`config.mk`:
```
export PLATFORM = sky130hd
export DESIGN_NAME = wb_merge_stg
export DESIGN_NICKNAME = d
export VERILOG_FILES = /design/src/rtl/wb_pkg.sv /design/src/rtl/wb_arbiter.sv /design/src/rtl/wb_merge_stg.sv
export SDC_FILE = /design/constraint.sdc
export NUM_CORES = 1
export LEC_CHECK = 0
export BUFFER_PORTS_ARGS = -buffer_cell sky130_fd_sc_hd__buf_2
export CAP_MARGIN = 20
export CORE_ASPECT_RATIO = 1.1
export CORE_MARGIN = 2
export CORE_UTILIZATION = 55
export CTS_CLUSTER_SIZE = 14
export DETAILED_ROUTE_END_ITERATION = 6
export PLACE_DENSITY = 0.84
export SETUP_SLACK_MARGIN = 0.2
export SLEW_MARGIN = 20
export SYNTH_ARGS = -nofsm -noshare
export SYNTH_HDL_FRONTEND = slang
export SYNTH_SLANG_ARGS = --single-unit
```
`constraint.sdc`:
```
create_clock -name clk -period 2.85 [get_ports clk]
set_input_delay 0.57 -clock clk [delete_from_list [all_inputs] [get_ports clk]]
set_output_delay 0.57 -clock clk [all_outputs]
set_load 0.05 [all_outputs]
```
`src/rtl/wb_pkg.sv`:
```
// wb_pkg: shared defaults, entry type and index helper for the write-back merge stage.
package wb_pkg;
   localparam int NUM_CH_DEF = 2;
   localparam int DATA_W_DEF = 16;
   localparam int ADDR_W_DEF = 3;
   typedef struct packed {
      logic [ADDR_W_DEF-1:0] addr;
      logic [DATA_W_DEF-1:0] data;
   } wb_entry_t;
   function automatic logic [2:0] onehot_to_idx(input logic [7:0] oh);
      logic [2:0] r;
      r = '0;
      for (int i = 0; i < 8; i++)
         if (oh[i]) r = r | 3'(i);
      return r;
   endfunction
endpackage

```
`src/rtl/wb_arbiter.sv`:
```
// wb_arbiter: one-hot grant over held entries; round-robin when WB_RR_ARB_EN is defined,
// otherwise fixed priority with the lowest index winning.
module wb_arbiter
   import wb_pkg::*;
#(
   parameter int NUM_CH = NUM_CH_DEF
) (
`ifdef WB_RR_ARB_EN
   input  logic              clk,
   input  logic              reset,
`endif
   input  logic [NUM_CH-1:0] held_i,
   output logic [NUM_CH-1:0] grant_o
);
`ifdef WB_RR_ARB_EN
   localparam int IDX_W = (NUM_CH > 1) ? $clog2(NUM_CH) : 1;
   logic [IDX_W-1:0] rr_ptr_q, rr_ptr_d, idx;
   logic [7:0]       gv;
   logic [2:0]       gi;
   // scan farthest-first so the entry nearest after rr_ptr overwrites the rest
   always_comb begin
      grant_o = '0;
      idx = '0;
      for (int k = NUM_CH; k >= 1; k--) begin
         idx = IDX_W'((32'(rr_ptr_q) + 32'(k)) % NUM_CH);
         if (held_i[idx]) begin
            grant_o = '0;
            grant_o[idx] = 1'b1;
         end
      end
      gv = '0;
      gv[NUM_CH-1:0] = grant_o;
      gi = onehot_to_idx(gv);
      rr_ptr_d = |grant_o ? gi[IDX_W-1:0] : rr_ptr_q;
   end
   always_ff @(posedge clk or negedge reset)
      if (!reset) rr_ptr_q <= IDX_W'(NUM_CH - 1);
      else        rr_ptr_q <= rr_ptr_d;
`else
   assign grant_o = held_i & (~held_i + 1'b1);
`endif
endmodule

```
`src/rtl/wb_merge_stg.sv`:
```
// wb_merge_stg: merges NUM_CH result channels through one-entry hold buffers onto a
// registered register-file write port. Define WB_RR_ARB_EN for round-robin arbitration.
module wb_merge_stg
   import wb_pkg::*;
#(
   parameter int NUM_CH = NUM_CH_DEF,
   parameter int DATA_W = DATA_W_DEF,
   parameter int ADDR_W = ADDR_W_DEF
) (
   input  logic                     clk,
   input  logic                     reset,
   input  logic                     flush,
   input  logic [NUM_CH-1:0]        ch_valid,
   output logic [NUM_CH-1:0]        ch_ready,
   input  logic [NUM_CH-1:0]        ch_wb_en,
   input  logic [NUM_CH*ADDR_W-1:0] ch_addr,
   input  logic [NUM_CH*DATA_W-1:0] ch_data,
   output logic                     rf_we,
   output logic [ADDR_W-1:0]        rf_waddr,
   output logic [DATA_W-1:0]        rf_wdata
);
   logic [NUM_CH-1:0] held_q, held_d, grant, load;
   logic [ADDR_W-1:0] addr_q [NUM_CH];
   logic [ADDR_W-1:0] addr_d [NUM_CH];
   logic [DATA_W-1:0] data_q [NUM_CH];
   logic [DATA_W-1:0] data_d [NUM_CH];
   logic              rf_we_d;
   logic [ADDR_W-1:0] rf_waddr_d;
   logic [DATA_W-1:0] rf_wdata_d;

   wb_arbiter #(.NUM_CH(NUM_CH)) u_arb (
`ifdef WB_RR_ARB_EN
      .clk    (clk),
      .reset  (reset),
`endif
      .held_i (held_q),
      .grant_o(grant)
   );

   // retire-only results (wb_en=0) are accepted but never buffered
   always_comb begin
      ch_ready   = flush ? '0 : (~held_q | grant);
      load       = ch_valid & ch_ready & ch_wb_en;
      held_d     = flush ? '0 : (load | (held_q & ~grant));
      rf_we_d    = !flush && (|grant);
      rf_waddr_d = rf_waddr;
      rf_wdata_d = rf_wdata;
      for (int i = 0; i < NUM_CH; i++) begin
         addr_d[i] = load[i] ? ch_addr[i*ADDR_W +: ADDR_W] : addr_q[i];
         data_d[i] = load[i] ? ch_data[i*DATA_W +: DATA_W] : data_q[i];
         if (grant[i] && !flush) begin
            rf_waddr_d = addr_q[i];
            rf_wdata_d = data_q[i];
         end
      end
   end

   always_ff @(posedge clk or negedge reset) begin
      if (!reset) begin
         held_q   <= '0;
         rf_we    <= 1'b0;
         rf_waddr <= '0;
         rf_wdata <= '0;
         for (int i = 0; i < NUM_CH; i++) begin
            addr_q[i] <= '0;
            data_q[i] <= '0;
         end
      end else begin
         held_q   <= held_d;
         rf_we    <= rf_we_d;
         rf_waddr <= rf_waddr_d;
         rf_wdata <= rf_wdata_d;
         addr_q   <= addr_d;
         data_q   <= data_d;
      end
   end
endmodule

```
==> impl_results.md, run 1 <==
- Status: finished, final reports clean
- Drt drc: 0
- Clock Latency Late Sink: between 300 and 400 ps
- Number of max-cap violations: 0
- Most frequent cells in the layout: 66 x buf_2, 60 x dfrtp_1, 28 x mux2_2, 20 x a22oi_1
- Worst setup EP type: flip-flop
- Post-DR vias/cell: 5.48
- Synthesized net count: 222
- Die ar.: 4900 µm²
- Reg clk slew, reported paths: 60 ps
- Largest stage delay on the critical path: 580 ps
- Post-DP HPWL: 3.57 mm
- Seq/Total Area, Yosys: a little over three fifths
- Post-route setup slack: between 900 and 1000 ps
- Leak: 1.46 nW
- Maximum VDD drop: 0.000428 V
- Yosys warning count: 0
- Final hold slack: ~330 ps
- Number of global-route vias before repair: 1743
- Post-layout util: 69.6%
- Chip Height: 73.2 µm
- Worst Skew: 5.10 ps
- Routed wire length: 5.19 mm
- Final worst path period share: 67.5%
- FF-to-FF setup slack: 930 ps
- Setup WS pre-CTS: between 600 and 700 ps
- Initial antenna violation count: 0
- Longest Clk Path Bufs: 2
- Crit path arrival time: 2150 ps
- Sequential Area: ~1500 µm²
- Routed len/inst: 16.8 µm
- Initial Util: 56.3%
- Top delay family on crit path: simple AND/OR/NAND/NOR gates
- Reg2Reg Depth: 4
- Die width: 66.9 µm
- First-pass GRT wire length: 8.36 mm
- Ports: 67
- Tmin final: 1920 ps
- FF-to-FF Start: held_q[1]$_DFF_PN0_
- Total iterations of the first detailed-routing run: 4
- Total number of vias: 1692
- GRT overflow: 0
- Setup TNS: 0 ps
- Slew Limit Fails: 0
- ANT nets after route: 0
- Nets: slightly below 300
- Slowest CP cell: and3_1
- Setup bufs post-CTS: 0
- RSZ-0062 raised after global routing: no
- Largest net degree at the start of global routing: 40
- Mapped cell area: ~2400 µm²
- Max frequency: 520 MHz
- Finish-stage setup viols: 0
- Max_slew headroom: 44.4%
- Routability cong.: 0.785
- Clk root buf: clkbuf_8
- Number of buffers created by CTS: 9
- Row Count: 25
- Top cell type's share of synthesized area: 62.7%
- Number of fill cells: 330
- Crit path buf inv count: 1
- Pwr Total: between 2 and 2.5 mW
- Syn-to-layout area delta: 23.8%
- CP Launch Type: flip-flop
- P per Cell Area: between 800 and 900 nW/µm²
- Hold Buf Count CTS: 0
- #FFs+latches synth: 60
- WP data required: just over 3000 ps
- Mapped Cells: between 150 and 200
- Antenna cells: 0
- Clk sinks: 60
- Post-CTS resize count: 0
- CP Class: reg2reg
- Reg-to-Reg End: data_q[12]$_DFFE_PN0P_
- Syn Area/Cell: roughly 14 µm²
- DRT iter0 DRCs: 150
- Worst Path Max Fanout: 12
- Buffers on Ports: 66
- Worst-Margin Slew: 833 ps
- TritonCTS clock tree: built
- Core Area: 4250 µm²
- Worst Hold Class: in2async
- H-tree levels: 3
- Post-synthesis cell type count: 16
- Layout cells sized above 1: about 49%
- Final hold vios: 0
- Gr usage total: 24.3%
- Biggest area consumer among synthesized cells: dfrtp_1
- Synth area leaders: dfrtp_1 63%, mux2_2 13%, a22oi_1 6.3%, mux2_4 6.3%, o21ai_0 4.0%
- Multi-input gate area: 816 µm²
- Most common cell after layout, fill and taps aside: buf_2
- Crit-path cells: a21oi_1 -> and3_1 -> buf_4 -> mux2_4
==> final cells by class <==
cell class	instances	area share, %
clock inverters	2	0.338
repair buffers	75	13.4
well taps	54	2.28
clock buffers	13	5.36
inverters	3	0.380
multi-input cells	102	27.5
flip-flops and latches	60	50.7
==> where the power goes <==
group / total, mW / switching [mW] / leakage [nW] / internal [mW]
clock: 0.660 / 0.305 / 0.0893 / 0.356
combinational: 0.616 / 0.408 / 0.639 / 0.208
sequential: 1.13 / 0.0989 / 0.730 / 1.03
==> flip-flops by register name, indices dropped and copies added, names as in the netlist <==
signal and count:
held_q 2, rf_wdata 16, rf_waddr 3, addr_q 6, data_q 32, rf_we 1
==> worst max-delay path by stage <==
stage	from	end	slack [ps]	cells past startpoint
after CTS	held_q[1]$_DFF_PN0_	data_q[13]$_DFFE_PN0P_	900	4
final	held_q[1]$_DFF_PN0_	data_q[12]$_DFFE_PN0P_	930	4
after floorplan	flush	data_q[10]$_DFFE_PN0P_	490	5
after detailed placement	flush	data_q[7]$_DFFE_PN0P_	640	5
after global routing	held_q[1]$_DFF_PN0_	data_q[13]$_DFFE_PN0P_	790	4
after global placement	flush	data_q[12]$_DFFE_PN0P_	760	5
==> through the flow <==
stage	std cells	cell area (µm²)
finish	309	2960
global route	309	2960
CTS	309	2960
detailed placement	294	2790
global placement	294	2790
floorplan	177	2390
==> Yosys cell counts <==
master     n
a21oi_1    1
a22oi_1   20
and3_1     1
buf_2      4
buf_6      2
clkbuf_1   6
dfrtp_1   60
inv_1      3
mux2_2    28
mux2_4    10
nand2_1   19
nand3_1    1
nor2_1     1
nor2b_1    1
o21ai_0   19
o21bai_1   1
==> cell families after synthesis <==
| kind of cell | share of synthesized area (%) |
|---|---|
| AO/OA/AOI/OAI | 10.8 |
| buffers and inverters | 3.19 |
| multiplexers | 19.4 |
| AND/OR/NAND/NOR | 3.87 |
| flip-flops | 62.7 |
==> routing by layer <==
layer,track usage [%],vias to the layer above,share of wire (%)
li1,-,773,-
met1,30.9,833,41
met2,37.2,72,49
met3,9.26,14,7.8
met4,10.4,0,2.1
met5,0,-,0
No activity file was read; power rests on OpenSTA's default activity.
==> run 2: changes to the inputs <==
Settings changed: CORE_UTILIZATION 55 to 46, PLACE_DENSITY 0.84 to 0.75.
Clock period 2.85 ns to 1.7 ns, I/O delays scaled along.
==> run 2 against run 1 <==
The run now ends with hold timing left. Critical path depth decreased by 2. Clock skew increased by 2.4 ps. Global-route usage decreased by 6.3 points. Sequential power increased by 67%. Utilization decreased by 8.9 points. Die area increased by 18%. Clock power increased by 53%. First-iteration DRC count decreased by 25%. Wire length decreased by 2.5%. Sequential share of layout area decreased by 1.2 points.
==> impl_results.md, run 2 (synthesis results as in run 1) <==
- Status: finished, violations left
- Failing checks: hold timing
- Max FFs per register: 32 (unchanged)
- DRT iter0 DRCs: 113 (-25%)
- Number of max-cap violations: 0 (unchanged)
- Final hold vios: 1 (+1)
- Total iterations of the first detailed-routing run: 4 (unchanged)
- Core Area: 5000 µm² (+18%)
- Total net switching power: 1.35 mW (+66%)
- Sequential Power Share: 47.7% (+0.8 points)
- Longest Clk Path Bufs: 2 (unchanged)
- Largest stage delay on the critical path: 420 ps (-160 ps)
- GRT overflow: 0 (unchanged)
- Ports: 67 (unchanged)
- Critical path origin: held_q[1]$_DFF_PN0_
- Gr usage total: 17.9% (-6.3 points)
- FF-to-FF Start: held_q[1]$_DFF_PN0_
- Largest net degree at the start of global routing: 61 (+53%)
- Tmin final: ~1500 ps
- Worst Path Max Fanout: 2 (-10)
- Logic pwr share: 26.7% (+1.1 points)
- Clk pwr share: 25.6% (-1.9 points)
- P per Cell Area: 1300 nW/µm² (+60%)
- Number of global-route vias before repair: 1592 (-8.7%)
- Slowest CP cell: dfrtp_2
- First-pass GRT wire length: 7.60 mm (-9.2%)
- Crit path buf inv count: 1 (unchanged)
- Die ar.: 5800 µm² (+18%)
- DP Area: 2830 µm² (+1.3%)
- Crit-path cells: a21oi_4 -> buf_4
- Final hold slack: -0.314 ps (-329 ps)
- Syn-to-layout area delta: 26.9%
- Crit path arrival time: 1110 ps (-1040 ps)
- Maximum VDD drop: 0.000663 V (+55%)
- Reg with most FFs: data_q
- Top delay family on crit path: flip-flops
- H-tree levels: 3 (unchanged)
- Placed Cells: 297 (+1.0%)
- CP Class: reg2out
- RSZ-0062 raised after global routing: no
- Worst-Margin Slew: 482 ps (-352 ps)
- Routed wire length: 5.06 mm (-2.5%)
- Clk sinks: 60 (unchanged)
- Total number of vias: 1657 (-2.1%)
- Design area: 3040 µm² (+2.5%)
- Nets: 298 (+0.68%)
- Leak: 1.47 nW (+0.95%)
- Hold Buf Count CTS: 0 (unchanged)
- Worst Skew: 7.45 ps (+2.35 ps)
- Row Count: 27 (+8.0%)
- Number of buffers created by CTS: 9 (unchanged)
- Clk root buf: clkbuf_8
- Max frequency: 689 MHz
- Reg clk slew, reported paths: 60 ps (about the same)
- Most frequent cells in the layout: 65 x buf_2, 58 x dfrtp_1, 28 x mux2_2, 20 x a22oi_1
- Layout cells sized above 1: 51.4% (+2.0 points)
- Non-Filler Instances: 315 (+1.9%)
- CP Launch Type: flip-flop
- TritonCTS clock tree: built
- Post-DR vias/cell: 5.26 (-3.9%)
- Chip Height: 79.7 µm (+8.8%)
- WP data required: 1360 ps (-1710 ps)
- Final worst path period share: 85.4%
- Worst setup EP type: output port
- Initial Util: 47.9% (-8.4 points)
- Number of fill cells: 416 (+26%)
- Die width: 72.8 µm (+8.8%)
- Sw frac: 34.1% (+0.39 points)
- Post-DP HPWL: 3.43 mm (-3.8%)
- Worst Hold Class: in2async
- Most common cell after layout, fill and taps aside: buf_2
- Setup TNS: 0 ps (unchanged)
- ANT nets after route: 0 (unchanged)
- Finish-stage setup viols: 0 (unchanged)
- Antenna cells: 0 (unchanged)
- Post-layout util: 60.8% (-8.9 points)
- Buffers on Ports: 66 (unchanged)
- Slew Limit Fails: 0 (unchanged)
- Routed len/inst: 16.1 µm (-4.4%)
- Pint: 2.60 mW (+63%)
- Clock Latency Late Sink: 330 ps (about the same)
- Routability cong.: 0.843 (+7.4%)
- Top flop regs: data_q: 32 flops, rf_wdata: 16 flops, addr_q: 6 flops
- Max_slew headroom: 67.8% (+23 points)
- Drt drc: 0 (unchanged)
- Initial antenna violation count: 0 (unchanged)
## run 2: final timing paths
| check | endpoint | slack (ps) | cells past startpoint |
|---|---|---|---|
| max | ch_ready[1] | 250 | 2 |
| min | data_q[24]$_DFFE_PN0P_ | -0.3 | 2 |
| max reg2reg | data_q[3]$_DFFE_PN0P_ | 250 | 4 |
| min reg2reg | rf_wdata[3]$_DFFE_PN0P_ | 470 | 2 |
| max in group asynchronous | rf_wdata[14]$_DFFE_PN0P_ | 1430 | 2 |
| min in group clk | data_q[10]$_DFFE_PN0P_ | 240 | 2 |
## run 2: area by class of cell
type                    instances  area [µm²]  share of cell area, %
clock buffers                  12         135                   4.45
clock inverters                 3        15.0                  0.494
inverters                       3        11.3                  0.371
multi-input cells             102         843                   27.8
flip-flops and latches         60        1500                   49.5
well taps                      58        72.6                   2.39
repair buffers                 77         457                   15.0
## run 2: what timing repair did
item,in CTS,in global routing
pin swaps,0,0
hold endpoints to repair,0,0
gates resized for setup,2,5
endpoints found under the setup margin,3,37
buffers inserted,0,2
gates cloned,0,1
## run 2: power by group through the flow
stage | Combinational [mW] | Clock, mW | Sequential [mW]
final | 1.05 | 1.01 | 1.89
after global routing | 1.12 | 1.09 | 1.92
after CTS | 1.05 | 1.03 | 1.89
after detailed placement | 1.05 | 0 | 1.92
after global placement | 1.02 | 0 | 1.90
after floorplan | 0.333 | 0 | 2.30
## run 2: worst reg2reg max path: stages (launching register included)
cell      delay [ps]
dfrtp_2          420
a21oi_4          150
and3_4           220
clkbuf_4         200
mux2_2           340
## run 2: stage by stage
| step | setup WS [ps] | total power [mW] |
|---|---|---|
| 3_3_place_gp | 218 | 2.93 |
| 6_report | 249 | 3.95 |
| 4_1_cts | 192 | 3.98 |
| 2_1_floorplan | -16.4 | 2.63 |
| 5_1_grt | 201 | 4.13 |
| 3_5_place_dp | 208 | 2.96 |
## run 2: layer usage
| metal | track usage [%] | wire (µm) | vias to the layer above |
|---|---|---|---|
| met1 | 22.4 | 2140 | 814 |
| met5 | 0 | 0 | - |
| met4 | 11.1 | 92 | 0 |
| met2 | 28.1 | 2590 | 59 |
| met3 | 3.91 | 240 | 8 |
| li1 | - | - | 776 |
==> run 3: changes to the inputs <==
Settings changed: ABC_AREA set to 1, CORE_UTILIZATION 46 to 47, GPL_ROUTABILITY_DRIVEN set to 1.
==> run 3 against run 2 <==
The flow now finishes without violations. Power is 1.2% higher. Sequential cell count stayed put. Cell area is 9.1% higher. Critical path type unchanged. Clock skew is 4.0 ps lower. Synthesized area is 11% higher. Hold slack better by 14 ps.
==> impl_results.md, run 3 <==
- Clk sinks: 60 (unchanged)
- Most frequent cells in the layout: 136 x nand2_1, 65 x buf_2, 58 x dfrtp_1, 40 x inv_1, 27 x o21ai_0
- Nets: 436 (+46%)
- Crit path arrival time: 1150 ps (+40 ps)
- Post-route setup slack: 212 ps (-36.7 ps)
- Routed wire length: 5.64 mm (+12%)
- RSZ-0062 raised after global routing: yes
- Status: finished, final reports clean
- Clk root buf: clkbuf_8
- Commonest cells post-synth: 136 x nand2_1, 60 x dfrtp_1, 40 x inv_1
- Setup TNS: 0 ps (unchanged)
- P per Cell Area: 1210 nW/µm² (-7.2%)
- Sequential Area: 1500 µm² (unchanged)
- Gr usage total: 20.9% (+3.0 points)
- Post-synth EDFFs: 0 (unchanged)
- Drt drc: 0 (unchanged)
- GRT overflow: 0 (unchanged)
- Number of max-cap violations: 0 (unchanged)
- Synthesized net count: 363 (+64%)
- Post-synthesis cell type count: 19 (+3)
- Reg2Reg Depth: 6 (+2)
- Layout cells sized above 1: 27.8% (-24 points)
- Final hold vios: 0 (-1)
- Routability cong.: 0.793 (-6.0%)
- CP Class: reg2out
- Max FFs per register: 32 (unchanged)
- Most common cell after layout, fill and taps aside: nand2_1
- Top flop regs: data_q: 32 flops, rf_wdata: 16 flops, addr_q: 6 flops
- Crit path buf inv count: 1 (unchanged)
- Syn Area/Cell: 8.35 µm² (-38%)
- Initial antenna violation count: 0 (unchanged)
- Leak: 1.79 nW (+22%)
- Total iterations of the first detailed-routing run: 4 (unchanged)
- Reg with most FFs: data_q
- Seq/Total Area, Yosys: 56.5% (-6.2 points)
- Top cell type's share of synthesized area: 56.5% (-6.2 points)
- Final hold slack: 14.0 ps (+14.3 ps)
- Reg clk slew, reported paths: 60 ps (about the same)
- Post-DP HPWL: 3.90 mm (+14%)
- Die width: 75.7 µm (+4.0%)
- Syn-to-layout area delta: 24.7%
- Initial Util: 48.9% (+1.0 points)
- Tmin final: 1490 ps (+36.7 ps)
- Worst Skew: 3.49 ps (-3.96 ps)
- Buffers on Ports: 66 (unchanged)
- Mapped cell area: 2660 µm² (+11%)
- Longest Clk Path Bufs: 2 (unchanged)
- Worst Path Max Fanout: 2 (unchanged)
- Most common cell in the netlist: nand2_1
- Reg-to-Reg End: rf_waddr[0]$_DFFE_PN0P_
- Die ar.: 6270 µm² (+8.2%)
- Ports: 67 (unchanged)
- Largest net degree at the start of global routing: 61 (unchanged)
- First-pass GRT wire length: 10.0 mm (+32%)
- Crit-path cells: a21oi_4 -> buf_6
- Number of fill cells: 501 (+20%)
- WP data required: 1360 ps (about the same)
- Total number of vias: 2181 (+32%)
- DRT iter0 DRCs: 181 (+60%)
- Yosys warning count: 0 (unchanged)
- FF-to-FF Start: held_q[0]$_DFF_PN0_
- Slowest CP cell: dfrtp_2
- Synth area leaders: dfrtp_1 57%, nand2_1 19%, inv_1 5.7%, o21ai_0 5.3%, nand3_1 3.6%
- ANT nets after route: 0 (unchanged)
- Number of buffers created by CTS: 9 (unchanged)
- Routed len/inst: 12.0 µm (-25%)
- FF-to-FF setup slack: 380 ps (+130 ps)
- Worst-Margin Slew: 347 ps (-135 ps)
- Finish-stage setup viols: 0 (unchanged)
- Worst Hold Class: in2async
- CP Launch Type: flip-flop
- Top delay family on crit path: flip-flops
- Largest stage delay on the critical path: 420 ps (about the same)
- Final worst path period share: 87.5% (+2.2 points)
- Mapped Cells: 318 (+80%)
- Ys flop type: dfrtp_1
- H-tree levels: 3 (unchanged)
- Clock Latency Late Sink: 330 ps (about the same)
- #FFs+latches synth: 60 (unchanged)
- Biggest area consumer among synthesized cells: dfrtp_1
- Asr flop ratio synth: 100% (unchanged)
- Chip Height: 82.8 µm (+4.0%)
- Max_slew headroom: 76.8% (+9.1 points)
- Maximum VDD drop: 0.000678 V (+2.2%)
- Setup WS pre-CTS: 309 ps (+100 ps)
- Slew Limit Fails: 0 (unchanged)
- Worst setup EP type: output port
- Core Area: 5430 µm² (+8.6%)
- Number of global-route vias before repair: 2250 (+41%)
- Antenna cells: 0 (unchanged)
- TritonCTS clock tree: built
- Post-DR vias/cell: 4.64 (-12%)
- Max frequency: 672 MHz (-2.5%)
- Multi-input gate area: 905 µm² (+7.3%)
- Row Count: 28 (+3.7%)
run 3: cell count changes in the layout (fill, tap and decap cells not counted), moves of 9 or more:
cell / change
mux2_2: -28
a22oi_1: -20
mux2_4: -10
nand3_1: +18
nand2_1: +117
o21ai_2: +9
inv_1: +37
run 3: per-layer routing:
| metal | track usage, % | vias to the layer above | wire length [µm] |
|---|---|---|---|
| li1 | - | 1121 | - |
| met1 | 29.4 | 991 | 2730 |
| met2 | 30.4 | 59 | 2510 |
| met3 | 4.13 | 10 | 271 |
| met4 | 10.8 | 0 | 130 |
| met5 | 0 | - | 0 |
run 3: cells by family after synthesis:
kind of cell | Yosys count | share of synthesized area, %
buf+inv | 57 | 9.70
compound gates | 41 | 9.14
simple gates | 160 | 24.6
flops | 60 | 56.5
run 3: cell type report:
class | instances | share of cell area, %
clock buffer | 14 | 5.51
clock inverter | 1 | 0.151
inverter | 43 | 4.87
multi-input combinational | 201 | 27.3
sequential | 60 | 45.4
tap | 75 | 2.83
timing repair buffer | 76 | 13.9
run 3: worst max-delay path by stage:
stage / from / to / slack [ps] / cells past startpoint
2_1_floorplan: held_q[0]$_DFF_PN0_ / ch_ready[1] / 390 / 2
3_3_place_gp: held_q[0]$_DFF_PN0_ / ch_ready[1] / 330 / 2
3_5_place_dp: held_q[0]$_DFF_PN0_ / ch_ready[1] / 310 / 2
4_1_cts: held_q[1]$_DFF_PN0_ / ch_ready[1] / 210 / 2
5_1_grt: held_q[1]$_DFF_PN0_ / ch_ready[1] / 180 / 2
6_report: held_q[1]$_DFF_PN0_ / ch_ready[1] / 210 / 2
run 3: report_power, final:
| part | leakage (nW) | switching, mW | internal [mW] |
|---|---|---|---|
| clock | 0.0986 | 0.505 | 0.679 |
| combinational | 0.959 | 0.725 | 0.280 |
| sequential | 0.734 | 0.118 | 1.69 |
| total | 1.79 | 1.35 | 2.65 |
run 3: per-stage QoR:
| step | instances | util [%] | power, mW | area (µm²) |
|---|---|---|---|---|
| floorplan | 318 | - | 2.54 | 2660 |
| global placement | 451 | 56.5 | 2.81 | 3070 |
| detailed placement | 451 | 56.5 | 2.83 | 3070 |
| CTS | 469 | 60.6 | 4.03 | 3290 |
| global route | 470 | 61.0 | 4.22 | 3310 |
| finish | 470 | 61.0 | 4.00 | 3310 |
run 3: repair_timing:
| item | 4_1_cts | 5_1_grt |
|---|---|---|
| buffers inserted | 3 | 1 |
| setup endpoints to repair | 1 | 12 |
| resized for setup | 5 | 0 |
| hold buffers | 0 | 0 |
| pin swaps | 1 | 1 |
